**src/rtl/bitgen_layered.sv**
```systemverilog
// Two-stage layered pixel colour generator: fixed-priority foreground layers over a background,
// with colour-key transparency and per-layer frame blink. Optional invert port under BITGEN_INVERT_EN.
module bitgen_layered #(
    parameter int unsigned         COLOR_W      = 24,
    parameter int unsigned         LAYERS       = 2,
    parameter logic [COLOR_W-1:0]  TRANSPARENT  = '0,
    parameter int unsigned         BLINK_FRAMES = 30
) (
    input  logic                        clk,
    input  logic                        reset,
    input  logic                        vga_blank_n,
    input  logic                        frame_start,
    input  logic [LAYERS-1:0]           pixel_en,
    input  logic [LAYERS*COLOR_W-1:0]   fg_pixel,
    input  logic [COLOR_W-1:0]          bg_pixel,
    input  logic [LAYERS-1:0]           blink_en,
`ifdef BITGEN_INVERT_EN
    input  logic                        invert,
`endif
    output logic [COLOR_W-1:0]          rgb,
    output logic                        blank_n_out
);

    localparam int unsigned CNT_W    = (BLINK_FRAMES > 1) ? $clog2(BLINK_FRAMES) : 1;
    localparam int unsigned FG_W     = LAYERS * COLOR_W;
    localparam logic [CNT_W-1:0] CNT_LAST = CNT_W'(BLINK_FRAMES - 1);

    logic                   r_blank_n;
    logic [LAYERS-1:0]      r_pixel_en;
    logic [FG_W-1:0]        r_fg;
    logic [COLOR_W-1:0]     r_bg;
    logic [LAYERS-1:0]      r_blink_en;
    logic                   r_invert;
    logic [CNT_W-1:0]       r_frame_cnt;
    logic                   r_blink_phase;

    logic [LAYERS-1:0]      w_vis;
    logic [COLOR_W-1:0]     w_sel;
    logic                   w_found;
    logic                   w_invert;
    logic [COLOR_W-1:0]     w_rgb_nxt;

`ifdef BITGEN_INVERT_EN
    assign w_invert = invert;
`else
    assign w_invert = 1'b0;
`endif

    // Stage 1: register all pixel inputs unchanged
    always_ff @(posedge clk) begin
        if (reset) begin
            r_blank_n  <= 1'b0;
            r_pixel_en <= '0;
            r_fg       <= '0;
            r_bg       <= '0;
            r_blink_en <= '0;
            r_invert   <= 1'b0;
        end else begin
            r_blank_n  <= vga_blank_n;
            r_pixel_en <= pixel_en;
            r_fg       <= fg_pixel;
            r_bg       <= bg_pixel;
            r_blink_en <= blink_en;
            r_invert   <= w_invert;
        end
    end

    // Blink timebase, advanced only by frame_start
    always_ff @(posedge clk) begin
        if (reset) begin
            r_frame_cnt   <= '0;
            r_blink_phase <= 1'b0;
        end else if (frame_start) begin
            if (r_frame_cnt == CNT_LAST) begin
                r_frame_cnt   <= '0;
                r_blink_phase <= ~r_blink_phase;
            end else begin
                r_frame_cnt   <= r_frame_cnt + CNT_W'(1);
            end
        end
    end

    always_comb begin
        w_vis = '0;
        for (int unsigned i = 0; i < LAYERS; i++) begin
            w_vis[i] = r_pixel_en[i]
                     && (r_fg[i*COLOR_W +: COLOR_W] != TRANSPARENT)
                     && !(r_blink_en[i] && r_blink_phase);
        end
    end

    // Lowest-index visible layer wins; background when none is visible
    always_comb begin
        w_sel   = r_bg;
        w_found = 1'b0;
        for (int unsigned i = 0; i < LAYERS; i++) begin
            if (!w_found && w_vis[i]) begin
                w_sel   = r_fg[i*COLOR_W +: COLOR_W];
                w_found = 1'b1;
            end
        end
    end

    always_comb begin
        w_rgb_nxt = '0;
        if (r_blank_n) begin
            w_rgb_nxt = r_invert ? ~w_sel : w_sel;
        end
    end

    // Stage 2: registered colour and aligned blank
    always_ff @(posedge clk) begin
        if (reset) begin
            rgb         <= '0;
            blank_n_out <= 1'b0;
        end else begin
            rgb         <= w_rgb_nxt;
            blank_n_out <= r_blank_n;
        end
    end

endmodule

```
**config.mk**
```make
export PLATFORM = sky130hd
export DESIGN_NAME = bitgen_layered
export DESIGN_NICKNAME = d
export VERILOG_FILES = /design/src/rtl/bitgen_layered.sv
export SDC_FILE = /design/constraint.sdc
export NUM_CORES = 1
export LEC_CHECK = 0
export BUFFER_PORTS_ARGS = -buffer_cell sky130_fd_sc_hd__buf_2
export CORE_AREA = 2 2 120 122
export DETAILED_ROUTE_END_ITERATION = 16
export DIE_AREA = 0 0 122 124
export MAX_ROUTING_LAYER = met4
export PLACE_DENSITY_LB_ADDON = 0.08
export SLEW_MARGIN = 20
export SYNTH_ARGS = -nofsm -noshare
export SYNTH_HDL_FRONTEND = slang
export SYNTH_SLANG_ARGS = --single-unit
```
**constraint.sdc**
```tcl
create_clock -name clk -period 1.5 [get_ports clk]
set_input_delay 0.45 -clock clk [delete_from_list [all_inputs] [get_ports clk]]
set_output_delay 0.45 -clock clk [all_outputs]
set_load 0.005 [all_outputs]
```
==> flow_summary.toml, run 1 <==
[timing]
finalCritPeriodShare = 1.11
setup_slack_ns = -0.163
slew_headroom = 0.729
fmax_mhz = 601
setup_tns_ns = -3.00
finClkSkew_ns = 0.00778
worst_pin_slew_ns = 0.404
setup_viol = 24
period_needed_ns = 1.66
drv_slew = 0
final_hold_viol_count = 0
rsz0062_at_grt = "true"
hold_ws_ns = 0.311

[cells_and_area]
fillers = 1389
nNetsFinal = 575
area_delta_synth_final_pct = 38.7
drive_gt1_frac = 0.457
diodes = 0
multi_input_area_um2 = 1850
fin_util = 0.409
regArea_um2 = 2170

[grt]
grt_pass1_wl_mm = 16.0
antenna_found_initial = 0
grt_remaining_overflow = 0
grt_max_degree = 58
grt_util_all_layers = 0.146
grt_pass1_vias = 3028

[drt]
final_antenna_net_count = 0
drtPass1Iterations = 4
drc = 0
routed_via_density = 4.38
vias = 2963
avgRoutedWirePerCell_um = 15.2
wl_mm = 10.3
dr.first_iter.drc_count = 95

[power_and_ir_drop]
leakagePower_nw = 2.35
ir_drop_mv = 0.492
powerDensity_nw_per_um2 = 1080
finalPower_mw = 6.05

[clock_network]
h-tree-depth = 3
cts_tree = "built"
cts_sinks = 108
clk_pin_slew_ns = 0.07
clk_path_buf_depth = 2
root_buffer = "clkbuf_16"
cts_buffers = 9
insertion_delay_ns = 0.34

[logic_synthesis]
synthesis.area_um2 = 4040
synth_cell_types = 27
synthCells = 353
syn_nets = 435
synth.avg_cell_area_um2 = 11.4
seq_area_frac_synth = 0.535
yosys_warnings = 0
synth_seq_cells = 108

[setup_path]
timing.critical_path.arrival_ns = 1.93
reg2reg_to = "rgb[4]"
r2r_slack_ns = -0.16
r2r_start = "r_fg[34]"
required_ns = 1.77
critical_path_class = "register to register"
path_max_fanout = 8
crit_chain = "or4_4 > nor2_8 > buf_6 > a31oi_1 > a211oi_2"
crit_start = "r_fg[34]"
cpPeakStageDelay_ns = 0.57
r2r_cells = 5
start_kind = "register"
cpMaxStageDelayCell = "or4_4"
endpoint = "rgb[4]"
end_kind = "register"

[floorplan]
boundaryPins = 105
row_count = 43
coreArea_um2 = 13700
dieHeight_um = 124
start_util = 0.295
die_x_um = 122
die_area_um2 = 15100

[placement]
preCtsSetupSlack_ns = -0.389
numPortBuffers = 104
place.gp.congestion = 0.713
hpwl_mm = 7.56

[outcome]
status = "complete, but fails checks"
violations = "setup timing"

[flow_run]
drv_cap = 0

[min_path]
min_path_type = "input pin to register"
==> timing repair <==
item,CTS,global route
hold buffers,0,0
setup buffers,1,3
endpoints found under the setup margin,24,24
endpoints found under the hold margin,0,0
gates resized for setup,22,19
cloned,1,1
pin swaps,12,20
==> worst min path at each step <==
stage	cells past startpoint	slack [ns]	startpoint	end
after floorplan	2	0.47	r_frame_cnt[4]	r_frame_cnt[4]
after global placement	2	0.49	r_frame_cnt[4]	r_frame_cnt[4]
after global routing	2	0.30	bg_pixel[22]	r_bg[22]
after detailed placement	2	0.50	r_frame_cnt[4]	r_frame_cnt[4]
after CTS	2	0.29	bg_pixel[22]	r_bg[22]
final	2	0.31	bg_pixel[22]	r_bg[22]
==> final cells by class <==
type,instances,area share
Sequential cell,108,0.387
Clock inverter,1,0.000893
Timing Repair Buffer,158,0.191
Multi-Input combinational cell,214,0.329
Clock buffer,14,0.0507
Inverter,2,0.00134
Tap cell,180,0.0402
==> Yosys cell counts <==
library cell | n | area share
dfxtp_1 | 108 | 0.53
nor2b_1 | 77 | 0.12
a211oi_1 | 29 | 0.054
a31oi_1 | 24 | 0.037
a211oi_2 | 20 | 0.062
mux2_1 | 20 | 0.056
clkbuf_1 | 14 | 0.013
nor4_1 | 8 | 0.012
buf_2 | 7 | 0.0087
buf_6 | 6 | 0.017
nor2_1 | 6 | 0.0056
mux2_2 | 4 | 0.011
or4_4 | 4 | 0.011
xor2_1 | 4 | 0.0087
nand2_1 | 3 | 0.0028
and4_1 | 2 | 0.0043
buf_8 | 2 | 0.0074
ha_1 | 2 | 0.0062
inv_1 | 2 | 0.0019
nand2b_1 | 2 | 0.0031
nand4_1 | 2 | 0.0031
nor2_8 | 2 | 0.0099
a21bo_1 | 1 | 0.0025
a21o_4 | 1 | 0.0037
and3_1 | 1 | 0.0015
nand3_1 | 1 | 0.0012
xnor2_1 | 1 | 0.0022
==> per-layer routing <==
metal	up-vias	track usage	share of wire
li1	1528	-	-
met1	1362	0.188	0.49
met2	66	0.222	0.45
met3	7	0.0449	0.051
met4	0	0.0388	0.010
met5	-	-	0
==> flip-flops by register name, summed over array words and instances (netlist names) <==
register and cells:
r_bg 24, r_blank_n 1, rgb 24, r_fg 48, r_pixel_en 2, blank_n_out 1
r_frame_cnt 5, r_blink_phase 1, r_blink_en 2
==> cells in the final DEF, fill, tap and decap left out, drive strengths merged, types with 3 or more instances in the layout <==
| master | instances |
|---|---|
| buf | 157 |
| dfxtp | 108 |
| nor2b | 77 |
| a211oi | 49 |
| mux2 | 24 |
| a31oi | 24 |
| clkbuf | 15 |
| nor2 | 8 |
| nor4 | 8 |
| xor2 | 4 |
| or4 | 4 |
| nand2 | 3 |
==> report_power, final <==
part | leakage [nW] | internal [mW] | switching, mW
logic | 1.31 | 0.375 | 0.298
registers | 0.895 | 3.01 | 0.0879
clock network | 0.145 | 1.30 | 0.983
total | 2.35 | 4.68 | 1.37
==> cell families after synthesis <==
logic type / count (synthesis) / share of synthesized area
buffers and inverters: 31 / 0.0477
and+or+nand+nor: 108 / 0.174
DFF: 108 / 0.535
xor gates and xnor gates: 5 / 0.0108
adders and majority gates: 2 / 0.00619
muxes: 24 / 0.0669
AOI/OAI and AO/OA: 75 / 0.159
==> worst max-delay path: cells and delay by family (launching register included) <==
kind            cells  cell delay (ns)
simple gates        2             0.77
compound gates      2             0.33
flops               1             0.32
buf+inv             1             0.17
==> per-stage QoR <==
step	cell area, um^2	instances
3_3_place_gp	5050	658
4_1_cts	5470	674
6_report	5610	677
2_1_floorplan	4050	353
5_1_grt	5610	677
3_5_place_dp	5050	658
Power figures use the tool's default switching activity.
==> run 2, diff against run 1 <==
--- a/config.mk
+++ b/config.mk
@@ -13,2 +13,3 @@
 export PLACE_DENSITY_LB_ADDON = 0.08
+export RECOVER_POWER = 100
 export SLEW_MARGIN = 20
==> constraint.sdc (replaced) <==
create_clock -name clk -period 1.5 [get_ports clk]
set_input_delay 0.3 -clock clk [delete_from_list [all_inputs] [get_ports clk]]
set_output_delay 0.3 -clock clk [all_outputs]
set_load 0.005 [all_outputs]
==> flow_summary.toml, run 2 (same netlist as run 1, synthesis figures left out) <==
[outcome]
status = "complete, but fails checks"
violations = "setup timing"

[min_path]
min_path_type = "input pin to register"
hold_path_depth = 2

[drt]
final_antenna_net_count = 0
dr.first_iter.drc_count = 105
drc = 0
drtPass1Iterations = 4
routed_via_density = 4.37
avgRoutedWirePerCell_um = 15.0
wl_mm = 10.1
vias = 2942

[floorplan]
start_util = 0.295
die_x_um = 122
dieHeight_um = 124
boundaryPins = 105
die_area_um2 = 15100
row_count = 43
coreArea_um2 = 13700

[cells_and_area]
top_regs = "r_fg x48, r_bg x24, rgb x24"
layout_common_cells = "dfxtp_1 (105), buf_2 (88), nor2b_1 (77), buf_4 (37), a211oi_2 (25)"
instances_no_fill = 673
mostFrequentLayoutCell = "dfxtp_1"
diodes = 0
largest_register_ffs = 48
top_register = "r_fg"
nNetsFinal = 570
drive_gt1_frac = 0.402
area_delta_synth_final_pct = 35.0

[power_and_ir_drop]
finalPower_mw = 6.30
ir_drop_mv = 0.523
powerDensity_nw_per_um2 = 1160
leakagePower_nw = 2.25

[timing]
period_needed_ns = 1.67
hold_ws_ns = 0.153
finClkSkew_ns = 0.00688
setup_viol = 24
final_hold_viol_count = 0
setup_slack_ns = -0.173
finalCritPeriodShare = 1.12
rsz0062_at_grt = "true"
drv_slew = 0
fmax_mhz = 598
worst_pin_slew_ns = 0.803
slew_headroom = 0.465

[clock_network]
cts_tree = "built"
cts_buffers = 9
root_buffer = "clkbuf_16"
cts_sinks = 108
insertion_delay_ns = 0.35
h-tree-depth = 3
clk_path_buf_depth = 2
clk_pin_slew_ns = 0.07
ctsHoldBuffers = 0

[placement]
place.gp.congestion = 0.750
hpwl_mm = 7.60
place_inst = 657
numPortBuffers = 104

[grt]
grt_pass1_vias = 3104
grt_util_all_layers = 0.143
antenna_found_initial = 0
grt_pass1_wl_mm = 15.8
grt_remaining_overflow = 0
grt_max_degree = 59

[flow_run]
drv_cap = 0

[setup_path]
path_max_fanout = 13
timing.critical_path.arrival_ns = 1.91
start_kind = "register"
critical_path_class = "register to register"
r2r_cells = 7
required_ns = 1.73
end_kind = "register"
-- run 2: layout make-up --
cell class              instances  area, um^2
multi-input cells             214        1770
flip-flops and latches        108        2170
clock inverters                 7        98.8
inverters                       2        7.51
clock buffers                   9         225
repair buffers                153         967
fillers                      1398        8260
well taps                     180         225
-- run 2: stage by stage --
stage	TNS, ns	util	area, um^2	setup WS, ns
6_report	-3.83	0.398	5460	-0.173
5_1_grt	-5.05	0.398	5460	-0.228
4_1_cts	-3.76	0.398	5470	-0.183
3_5_place_dp	-8.83	0.370	5070	-0.452
3_3_place_gp	-7.99	0.370	5070	-0.420
2_1_floorplan	-0.474	-	4050	-0.0245
-- run 2: path summary, 6_finish.rpt --
kind,from,slack (ns),end
max,r_fg[13],-0.17,rgb[11]
min,bg_pixel[21],0.15,r_bg[21]
max reg2reg,r_fg[13],-0.17,rgb[11]
min reg2reg,r_frame_cnt[1],0.52,r_frame_cnt[1]
-- run 2: critical path, stage by stage, from the launching register on --
cell and delay (ns):
dfxtp_2 0.34, nor4_4 0.34, buf_4 0.16, and4_4 0.22, buf_6 0.11, a21o_4 0.15, buf_12 0.15, a211oi_2 0.07
-- run 2: timing repair --
action | CTS | global route
gates resized for setup | 15 | 7
cloned | 0 | 0
buffers inserted | 0 | 0
endpoints found under the setup margin | 24 | 25
pin swaps | 4 | 8
-- run 2: where the power goes --
part           total (mW)  internal [mW]  leakage (nW)  switching, mW
clock network        2.58           1.48         0.156           1.10
registers            3.09           3.00         0.894         0.0869
logic               0.634          0.352          1.20          0.282
-- run 2: routing by layer --
metal  vias to the layer above  track usage  routed length, um
met3                         8       0.0421                493
met1                      1345        0.188               5060
met4                         0       0.0431                130
li1                       1521            -                  -
met5                         -            -                  0
met2                        68        0.214               4450
==> run 3, diff against run 2 <==
- GPL_TIMING_DRIVEN: not set -> 0
- TNS_END_PERCENT: not set -> 5
==> flow_summary.toml, run 3 (same netlist as run 1, synthesis figures left out) <==
[outcome]
status = "complete, but fails checks"
violations = "setup timing"

[floorplan]
coreArea_um2 = 13700
start_util = 0.295
die_area_um2 = 15100
die_x_um = 122
boundaryPins = 105
dieHeight_um = 124
row_count = 43

[timing]
final_hold_viol_count = 0
setup_viol = 24
rsz0062_at_grt = "true"
finClkSkew_ns = 0.00895
period_needed_ns = 1.71
finalCritPeriodShare = 1.14
hold_ws_ns = 0.156
slew_headroom = 0.563
fmax_mhz = 585
setup_slack_ns = -0.209
drv_slew = 0
worst_pin_slew_ns = 0.655

[clock_network]
clk_path_buf_depth = 2
root_buffer = "clkbuf_16"
clk_pin_slew_ns = 0.07
insertion_delay_ns = 0.35
h-tree-depth = 3
cts_tree = "built"
cts_sinks = 108
cts_buffers = 9
ctsHoldBuffers = 0

[setup_path]
start_kind = "register"
cpPeakStageDelay_ns = 0.57
r2r_slack_ns = -0.21
r2r_cells = 5
path_max_fanout = 5
required_ns = 1.78
cp_top_family = "simple AND/OR/NAND/NOR gates"
end_kind = "register"
timing.critical_path.arrival_ns = 1.98
critPathBufInv = 1
critical_path_class = "register to register"
crit_chain = "or4_4 > nor2_8 > bufbuf_16 > a31oi_2 > a211oi_2"
r2r_start = "r_fg[34]"
reg2reg_to = "rgb[12]"
cpMaxStageDelayCell = "or4_4"

[drt]
final_antenna_net_count = 0
dr.first_iter.drc_count = 98
routed_via_density = 4.48
avgRoutedWirePerCell_um = 15.7
drtPass1Iterations = 4
vias = 2943
drc = 0
wl_mm = 10.3

[grt]
grt_pass1_vias = 3063
antenna_found_initial = 0
grt_max_degree = 18
grt_pass1_wl_mm = 16.2
grt_remaining_overflow = 0
grt_util_all_layers = 0.149

[cells_and_area]
largest_register_ffs = 48
diodes = 0
top_regs = "r_fg x48, r_bg x24, rgb x24"
fin_util = 0.389
top_register = "r_fg"
drive_gt1_frac = 0.377
nNetsFinal = 554
layout_common_cells = "dfxtp_1 (107), buf_2 (90), nor2b_1 (77), clkbuf_1 (27), a211oi_1 (26)"
mostFrequentLayoutCell = "dfxtp_1"
area_delta_synth_final_pct = 32.1

[flow_run]
drv_cap = 0

[power_and_ir_drop]
leakagePower_nw = 2.10
finalPower_mw = 5.94
ir_drop_mv = 0.516
powerDensity_nw_per_um2 = 1110

[placement]
hpwl_mm = 7.81
numPortBuffers = 103
place.gp.congestion = 0.768

[min_path]
hold_path_depth = 2
hold_end = "r_pixel_en[1]"
hp-start = "pixel_en[1]"
min_path_type = "input pin to register"
## run 3: cell count changes in the layout (fill, tap and decap cells not counted), sizes merged
cell | previous run | this run
clkinv | 2 | 1
clkbuf | 27 | 37
bufbuf | 0 | 1
buf | 135 | 110
bufinv | 2 | 0
clkinvlp | 1 | 3
inv | 4 | 3
## run 3: stage by stage
step	setup TNS (ns)	cells	worst slack, ns	instance area (um^2)
3_3_place_gp	-11.42	636	-0.546	4790
6_report	-4.17	657	-0.209	5340
4_1_cts	-4.01	654	-0.189	5280
5_1_grt	-5.45	657	-0.262	5340
3_5_place_dp	-11.35	636	-0.537	4790
2_1_floorplan	-0.474	353	-0.0245	4050
## run 3: routing by layer
layer  share of wire  wire length, um  track usage  vias up
met5               0                0            -        -
met4           0.027              283       0.0761        0
met3           0.045              460       0.0288       16
met2            0.44             4520        0.219       69
met1            0.49             5050        0.195     1366
li1                -                -            -     1492
## run 3: layout make-up
class | instances | area, um^2
flip-flops and latches | 108 | 2160
clock inverters | 5 | 36.3
plain buffers | 28 | 224
multi-input cells | 214 | 1860
clock buffers | 11 | 243
fillers | 1398 | 8380
inverters | 2 | 7.51
well taps | 180 | 225
repair buffers | 109 | 581
## run 3: where the power goes
group / switching [mW] / leakage [nW] / total (mW) / internal, mW
Combinational: 0.300 / 1.08 / 0.625 / 0.325
Clock: 1.06 / 0.128 / 2.23 / 1.17
Sequential: 0.0854 / 0.894 / 3.09 / 3.00
## run 3: worst reg2reg max path: stages (launching register included)
cell,delay [ns]
dfxtp_2,0.32
or4_4,0.57
nor2_8,0.15
bufbuf_16,0.27
a31oi_2,0.11
a211oi_2,0.21
## run 3: worst max path at each step
| stage | to | slack, ns | depth (start not counted) | from |
|---|---|---|---|---|
| floorplan | rgb[10] | -0.02 | 5 | r_fg[4] |
| global placement | rgb[4] | -0.55 | 6 | r_fg[24] |
| detailed placement | rgb[4] | -0.54 | 6 | r_fg[24] |
| CTS | rgb[22] | -0.19 | 6 | r_fg[31] |
| global route | rgb[5] | -0.26 | 6 | r_fg[34] |
| finish | rgb[12] | -0.21 | 5 | r_fg[34] |
## run 3: repair_timing
action	4_1_cts	5_1_grt
resized for setup	31	11
setup endpoints to repair	24	25
pin swaps	20	9
cloned	1	0
buffers inserted	2	3
